## src/rtl/srch_seg_acc.sv

```systemverilog
// srch_seg_acc: groups the REs of one search block into 90 kHz segments
// and emits the summed power |I|^2+|Q|^2 and RE count of each segment.
module srch_seg_acc #(
  parameter int DW = 16,
  parameter int PW = 2*DW+5
) (
  input  logic                 clk,
  input  logic                 rst,
  input  logic                 start,
  input  logic [1:0]           scs,
  input  logic                 re_vld,
  input  logic signed [DW-1:0] re_i,
  input  logic signed [DW-1:0] re_q,
  output logic                 busy,
  output logic                 seg_vld,
  output logic [3:0]           seg_idx,
  output logic [4:0]           seg_nre,
  output logic [PW-1:0]        seg_pwr,
  output logic                 blk_done
);

  typedef enum logic [1:0] {S_IDLE, S_RUN, S_DRAIN} state_t;

  // Unsigned power of one complex sample; the sum of two squares of
  // DW-bit signed values always fits in 2*DW unsigned bits.
  function automatic logic [2*DW-1:0] re_power(input logic signed [DW-1:0] i,
                                               input logic signed [DW-1:0] q);
    logic signed [2*DW-1:0] iw, qw, ii, qq;
    iw = (2*DW)'(i);
    qw = (2*DW)'(q);
    ii = iw * iw;
    qq = qw * qw;
    return $unsigned(ii) + $unsigned(qq);
  endfunction

  state_t          state_q, state_d;
  logic [1:0]      scs_q, scs_d;
  logic [7:0]      re_cnt_q, re_cnt_d;
  logic [4:0]      in_seg_q, in_seg_d;
  logic [3:0]      seg_cnt_q, seg_cnt_d;
  logic            accept;

  logic [4:0]      gap_m1;
  logic [7:0]      last_re;
  logic            tag_first, tag_last_seg, tag_last_blk;

  logic            vld_p1;
  logic [2*DW-1:0] p_p1;
  logic            first_p1, last_seg_p1, last_blk_p1;
  logic [3:0]      idx_p1;
  logic [4:0]      nre_p1;
  logic [PW-1:0]   acc_p2, acc_nxt;

  logic            seg_vld_q, blk_done_q;
  logic [3:0]      seg_idx_q;
  logic [4:0]      seg_nre_q;
  logic [PW-1:0]   seg_pwr_q;

  // Segment width and last RE index of the block for the latched scs.
  always_comb begin
    gap_m1  = 5'd2;
    last_re = 8'd31;
    case (scs_q)
      2'd1:    begin gap_m1 = 5'd17; last_re = 8'd255; end
      2'd2:    begin gap_m1 = 5'd5;  last_re = 8'd63;  end
      default: begin gap_m1 = 5'd2;  last_re = 8'd31;  end
    endcase
  end

  assign tag_first    = (in_seg_q == 5'd0);
  assign tag_last_blk = (re_cnt_q == last_re);
  assign tag_last_seg = (in_seg_q == gap_m1) || tag_last_blk;

  // Next state and RE/segment counters; start always (re)starts or aborts.
  always_comb begin
    state_d   = state_q;
    scs_d     = scs_q;
    re_cnt_d  = re_cnt_q;
    in_seg_d  = in_seg_q;
    seg_cnt_d = seg_cnt_q;
    accept    = 1'b0;
    if (start) begin
      if (scs != 2'd0) begin
        state_d   = S_RUN;
        scs_d     = scs;
        re_cnt_d  = 8'd0;
        in_seg_d  = 5'd0;
        seg_cnt_d = 4'd0;
      end else begin
        state_d = S_IDLE;
      end
    end else begin
      case (state_q)
        S_RUN: begin
          if (re_vld) begin
            accept   = 1'b1;
            re_cnt_d = re_cnt_q + 8'd1;
            if (in_seg_q == gap_m1) begin
              in_seg_d  = 5'd0;
              seg_cnt_d = seg_cnt_q + 4'd1;
            end else begin
              in_seg_d = in_seg_q + 5'd1;
            end
            if (tag_last_blk) state_d = S_DRAIN;
          end
        end
        S_DRAIN: if (blk_done_q) state_d = S_IDLE;
        default: state_d = S_IDLE;
      endcase
    end
  end

  assign acc_nxt = first_p1 ? PW'(p_p1) : acc_p2 + PW'(p_p1);

  // Control state, pipeline valids and output registers.
  always_ff @(posedge clk or posedge rst) begin
    if (rst) begin
      state_q    <= S_IDLE;
      scs_q      <= 2'd0;
      re_cnt_q   <= 8'd0;
      in_seg_q   <= 5'd0;
      seg_cnt_q  <= 4'd0;
      vld_p1     <= 1'b0;
      seg_vld_q  <= 1'b0;
      blk_done_q <= 1'b0;
      seg_idx_q  <= 4'd0;
      seg_nre_q  <= 5'd0;
      seg_pwr_q  <= '0;
    end else begin
      state_q    <= state_d;
      scs_q      <= scs_d;
      re_cnt_q   <= re_cnt_d;
      in_seg_q   <= in_seg_d;
      seg_cnt_q  <= seg_cnt_d;
      vld_p1     <= accept;
      seg_vld_q  <= 1'b0;
      blk_done_q <= 1'b0;
      // stage 2: close a segment unless an abort is flushing the pipe
      if (vld_p1 && last_seg_p1 && !start) begin
        seg_vld_q  <= 1'b1;
        blk_done_q <= last_blk_p1;
        seg_idx_q  <= idx_p1;
        seg_nre_q  <= nre_p1;
        seg_pwr_q  <= acc_nxt;
      end
    end
  end

  // Stage 1 power/tag registers and stage 2 accumulator (data only).
  always_ff @(posedge clk) begin
    // stage 1: power term and segment tags of the accepted RE
    if (accept) begin
      p_p1        <= re_power(re_i, re_q);
      first_p1    <= tag_first;
      last_seg_p1 <= tag_last_seg;
      last_blk_p1 <= tag_last_blk;
      idx_p1      <= seg_cnt_q;
      nre_p1      <= in_seg_q + 5'd1;
    end
    // stage 2: running segment sum
    if (vld_p1) acc_p2 <= acc_nxt;
  end

  assign busy     = (state_q != S_IDLE);
  assign seg_vld  = seg_vld_q;
  assign seg_idx  = seg_idx_q;
  assign seg_nre  = seg_nre_q;
  assign seg_pwr  = seg_pwr_q;
  assign blk_done = blk_done_q;

endmodule

```

## config.mk

```make
export PLATFORM = sky130hd
export DESIGN_NAME = srch_seg_acc
export DESIGN_NICKNAME = d
export VERILOG_FILES = /design/src/rtl/srch_seg_acc.sv
export SDC_FILE = /design/constraint.sdc
export NUM_CORES = 2
export LEC_CHECK = 0
export CORE_MARGIN = 8
export CORE_UTILIZATION = 35
export DETAILED_ROUTE_END_ITERATION = 16
export GPL_TIMING_DRIVEN = 0
export PLACE_DENSITY = 0.49
export SLEW_MARGIN = 0
export SYNTH_ARGS = -nofsm -noshare
export SYNTH_HDL_FRONTEND = slang
export SYNTH_SLANG_ARGS = --single-unit
export TNS_END_PERCENT = 10
```

## constraint.sdc

```tcl
create_clock -name clk -period 8.7 [get_ports clk]
set_clock_uncertainty 0.15 [all_clocks]
set_input_delay 1.305 -clock clk [delete_from_list [all_inputs] [get_ports clk]]
set_output_delay 1.305 -clock clk [all_outputs]
set_load 0.005 [all_outputs]
```

* After elaboration in Yosys (flattened, before gate mapping)
Cells that the tools add are included.
** Storage, ports and cells
- Word-level logic and storage cells :: 77
- Register bits after elaboration :: 151
- Output and inout bits :: 49
- Bits of input ports :: 38
** Cells by class
- Multiply operators :: 2
- Mux-type cells :: 28
- Reduce and logical (&&, ||, !) cells :: 14
- $add $sub $neg :: 5
- Eq/ne operators :: 10
** Operators by type and width (count)
- multiplier 16 x 16 -> 32 bit :: 2
- adder 37 x 32 -> 37 bit :: 1
- 2-to-1 mux 37 bit :: 1
- adder 32 bit :: 1
- 2-to-1 mux 8 bit :: 4
- 2-to-1 mux 5 bit :: 5
- 2-to-1 mux 4 bit :: 5
- case mux 8 bit (2 select lines) :: 1
- case mux 5 bit (2 select lines) :: 1
- nonzero test 2 bit :: 5
- != test 3 bit (second input constant) :: 3
- adder 8 x 1 -> 8 bit (second input constant) :: 1
- equality test 8 bit :: 1
- 2-to-1 mux 2 bit :: 4
- 2-to-1 mux 1 bit :: 6
- AND reduction 3 bit :: 2
- adder 5 x 1 -> 5 bit (second input constant) :: 1
- equality test 5 bit :: 1
- zero test 5 bit :: 1
- adder 4 x 1 -> 4 bit (second input constant) :: 1
- equality test 2 x 1 -> 1 bit (second input constant) :: 2
- equality test 2 bit (second input constant) :: 2
- case mux 2 bit (2 select lines) :: 1
- AND reduction 4 bit :: 1
- 5 further kinds :: 6

* Depth between registers and ports, before layout
- Depth in word-level cells :: 7
- Gate-level depth with buffers :: 28

* Worst setup path before layout
Ideal clock, no wire load.
- Path kind :: input-to-reg
- Start point :: in re_q[15]
- End point :: reg p_p1[30] (data pin)
- Stages on the path :: 22
- Path buffers :: 2
- Arrival :: 8.044 ns
- Required time :: 8.292 ns
- Path slack :: 0.249 ns
- Setup time :: 0.258 ns
- Cells stage by stage :: clkbuf_1 clkbuf_1 nand2_1 fa_1 fa_1 fa_1 fa_1 inv_1 fa_1 fa_1 fa_1 inv_1 fa_1 inv_1 ha_1 a21o_1 a22o_1 a31o_1 o41a_1 a21o_1 a21oi_1 xnor2_1
** Between the ends
- Cells in the longest elaborated chain, start to end :: 2
** Ends and longest elaborated chain
- start, declared :: line 13 : input logic signed [DW-1:0] re_q,
- multiplier 16 x 16 -> 32 bit :: line 32 : qq = qw * qw;
- adder 32 bit :: line 33 : return $unsigned(ii) + $unsigned(qq);
- end signal, assigned :: line 153 : p_p1 <= re_power(re_i, re_q);
- end, declared :: line 48 : logic [2*DW-1:0] p_p1;
Every way passes these cells.
A chain may end at the register's enable or synchronous reset.

* Worst setup path after layout
- Start point :: in re_q[13]
- End point :: reg p_p1[30] (data pin)
Same word-level chain as after synthesis.

==> results.md <==
* Crit path capture type: flop
* TritonCTS clock tree: done
* Fin util at 0.395
* CTS root buf: clkbuf_16
* Avg Inst Size Synth at 10.2 µm²
* Fin. max-slew vios at 0
* WS Path Type: in -> reg
* Starting DRT DRC Count at 675
* Mapped Cells at 2,415
* Die Y at 281 µm
* Final setup vio count at 0
* First-pass GRT wire length at 101,000 µm
* Outcome: complete, no violations
* Starting Density at 0.352
* Critical Path Fanout Max at 5
* Post-route ant nets at 0
* DR DRC count at 0
* Mapped Area at 0.0245 mm²
* Final cycle utilization of the critical path at 0.974
* Post-synth top flop: edfxtp_1
* Minimum clock period at 8470 ps
* Yosys reg bits at 151
* Top Ports at 87
* Post-synthesis async set-or-reset flop share at 0.464
* Fill count at 6,852
* Slew headroom at 0.294
* Post-synthesis sequential area ratio at 0.170
* CP required at 8740 ps
* GR Overflow Total at 0
* Startpoint types: primary input
* Syn nets at 3,158
* H-Tree Depth at 4
* Drt total wl at 62,200 µm
* Die ar. at 0.0789 mm²
* Register Area at 0.00419 mm²
* Clock Latency Late Sink at 440 ps
* Core Footprint at 0.0698 mm²
* Count of cell types in the netlist at 64
* EDFF count, synth at 81
* Syn-to-layout area delta at 12.4%
* Hold Fails Final Rpt at 0
* Fin nets at 3,274
* Reg clk slew, reported paths at 60 ps
* R2r setup slk at 5020 ps
* Worst R2R Path Depth at 11
* Core Rows at 97
* Buffers on Ports at 85
* Reg2Reg Launch Point: p_p1[9]
* GRT Total Usage at 0.164
* Number of global-route vias before repair at 17,976
* Final GP Congestion at 0.895
* Chip width at 281 µm
* RSZ-0062 raised after global routing: no
* Hpwl dp at 55,500 µm
* Slew @ Worst Pin at 1060 ps
* TNS Setup at 0 ps
* Initial antenna violation count at 0
* Share of cells above drive strength 1 at 0.0700
* Hold Path Class: reg -> reg
* Max-cap violation count at 0
* Post-DR wirelength/cell at 17.9 µm
* Hold path startpoint: nre_p1[3]
* Crit path DAT at 8510 ps
* Synth warn at 0
* Via count at 15,868
* First-pass iteration count of the detailed router at 5
* Clock tree buffer depth at 2
* Drt via density at 4.55
* Cts bufs inserted at 17
* Worst r2r dst: acc_p2[33]
* Area occupied by multi-input gates at 0.0180 mm²
* ANT cells at 0
* Clk sinks at 151
* Hold Path Sink: seg_nre[3]
* Largest net degree at the start of global routing at 63
* Hold Crit Depth at 2
* FMAX at 0.118 GHz
## worst max-delay path by stage
stage          cells past startpoint  startpoint       end  slack, ps
2_1_floorplan                     22    re_q[15]  p_p1[30]        250
3_3_place_gp                      24    re_q[15]  p_p1[31]      -1770
3_5_place_dp                      24    re_q[15]  p_p1[31]      -1850
4_1_cts                           26    re_i[12]  p_p1[30]          2
5_1_grt                           25     re_i[1]  p_p1[30]          1
6_report                          25    re_q[13]  p_p1[30]        230
## kinds of logic after synthesis
kind of cell               synth area share
AOI/OAI and AO/OA                    0.0548
adders and majority gates             0.519
buffers and inverters                 0.102
and+or+nand+nor                       0.104
xor gates and xnor gates             0.0368
muxes                                0.0124
other                              0.000153
DFF                                   0.170
## per-stage QoR
step | std cells | worst slack [ps] | hold slack, ps | area (µm²)
after floorplan | 2415 | 249 | 265 | 24500
after CTS | 3481 | 2.16 | 292 | 27500
final | 3484 | 228 | 286 | 27600
after detailed placement | 3443 | -1850 | 275 | 26600
after global placement | 3440 | -1770 | 271 | 26600
after global routing | 3484 | 1.18 | 313 | 27600
## sequential cells by signal, indices dropped and copies added, names as in the netlist
| register | count |
|---|---|
| idx_p1 | 4 |
| seg_vld | 1 |
| seg_cnt_q | 4 |
| nre_p1 | 5 |
| seg_nre | 5 |
| blk_done | 1 |
| seg_pwr | 37 |
| p_p1 | 32 |
| last_seg_p1 | 1 |
| in_seg_q | 5 |
| state_q | 2 |
| re_cnt_q | 8 |
| acc_p2 | 37 |
| scs_q | 2 |
| last_blk_p1 | 1 |
| vld_p1 | 1 |
| first_p1 | 1 |
| seg_idx | 4 |
## cell type report
class | count | share of cell area
timing repair buffer | 97 | 0.0352
multi-input combinational | 1595 | 0.651
buffer | 61 | 0.0155
tap | 940 | 0.0426
clock inverter | 11 | 0.00345
inverter | 608 | 0.0833
clock buffer | 21 | 0.0175
sequential | 151 | 0.152
## per-layer routing
layer | part of all wire | up-vias | wire length (µm) | track usage
li1 | - | 7514 | - | -
met1 | 0.46 | 8059 | 28900 | 0.222
met2 | 0.49 | 232 | 30200 | 0.282
met3 | 0.026 | 63 | 1600 | 0.0131
met4 | 0.024 | 0 | 1500 | 0.0441
met5 | 0 | - | 0 | 0
## synthesized netlist by cell type (8+ instances only)
library cell	n	area, µm²
a21o_1	25	188
a21oi_1	53	265
and2_1	103	644
clkbuf_1	57	214
dfrtp_1	70	1750
edfxtp_1	81	2430
fa_1	521	10400
ha_1	184	2300
inv_1	606	2270
mux2_2	23	259
nand2_1	270	1010
nand2b_1	12	75.1
nand3_1	17	85.1
nand4_1	8	50.1
nor2_1	89	334
nor2b_1	21	131
nor3_1	11	55.1
o21ai_0	42	210
o21ai_1	12	60.1
xnor2_1	70	613
xor2_1	33	289
## critical path, cell delays in order
cell and delay (ps):
clkdlybuf4s50_1 500, inv_1 310, nor2_1 120, fa_1 500, inv_1 60, fa_1 540, inv_1 60, fa_1 500
fa_1 590, fa_1 450, fa_1 480, fa_1 500, inv_1 50, fa_1 540, inv_1 80, ha_2 310
o21ai_2 170, o21bai_2 120, a31oi_4 230, o31ai_4 100, a31o_1 240, o41a_1 350, a21o_1 200, a21oi_2 140
xnor2_1 80
## repair_timing
| item | 4_1_cts | 5_1_grt |
|---|---|---|
| gates resized for setup | 142 | 61 |
| hold buffers | 0 | 0 |
| pin swaps | 2 | 3 |
| endpoints found under the setup margin | 16 | 6 |
| setup buffers | 6 | 3 |
## cells in the final DEF (no fill, tap or decap), types with 21 or more instances in the layout
master	count
xnor2_1	70
xor2_1	33
fa_1	516
nor2b_1	21
dfrtp_1	69
a21o_1	25
ha_1	181
nor2_1	87
clkdlybuf4s50_1	58
a21oi_1	49
clkbuf_1	21
and2_1	102
o21ai_0	40
nand2_1	270
inv_1	601
mux2_2	23
edfxtp_1	81
Power is left out: the tool's default activity adds up to more than one toggle a clock period on the data nets, which glitch-free logic cannot reach.
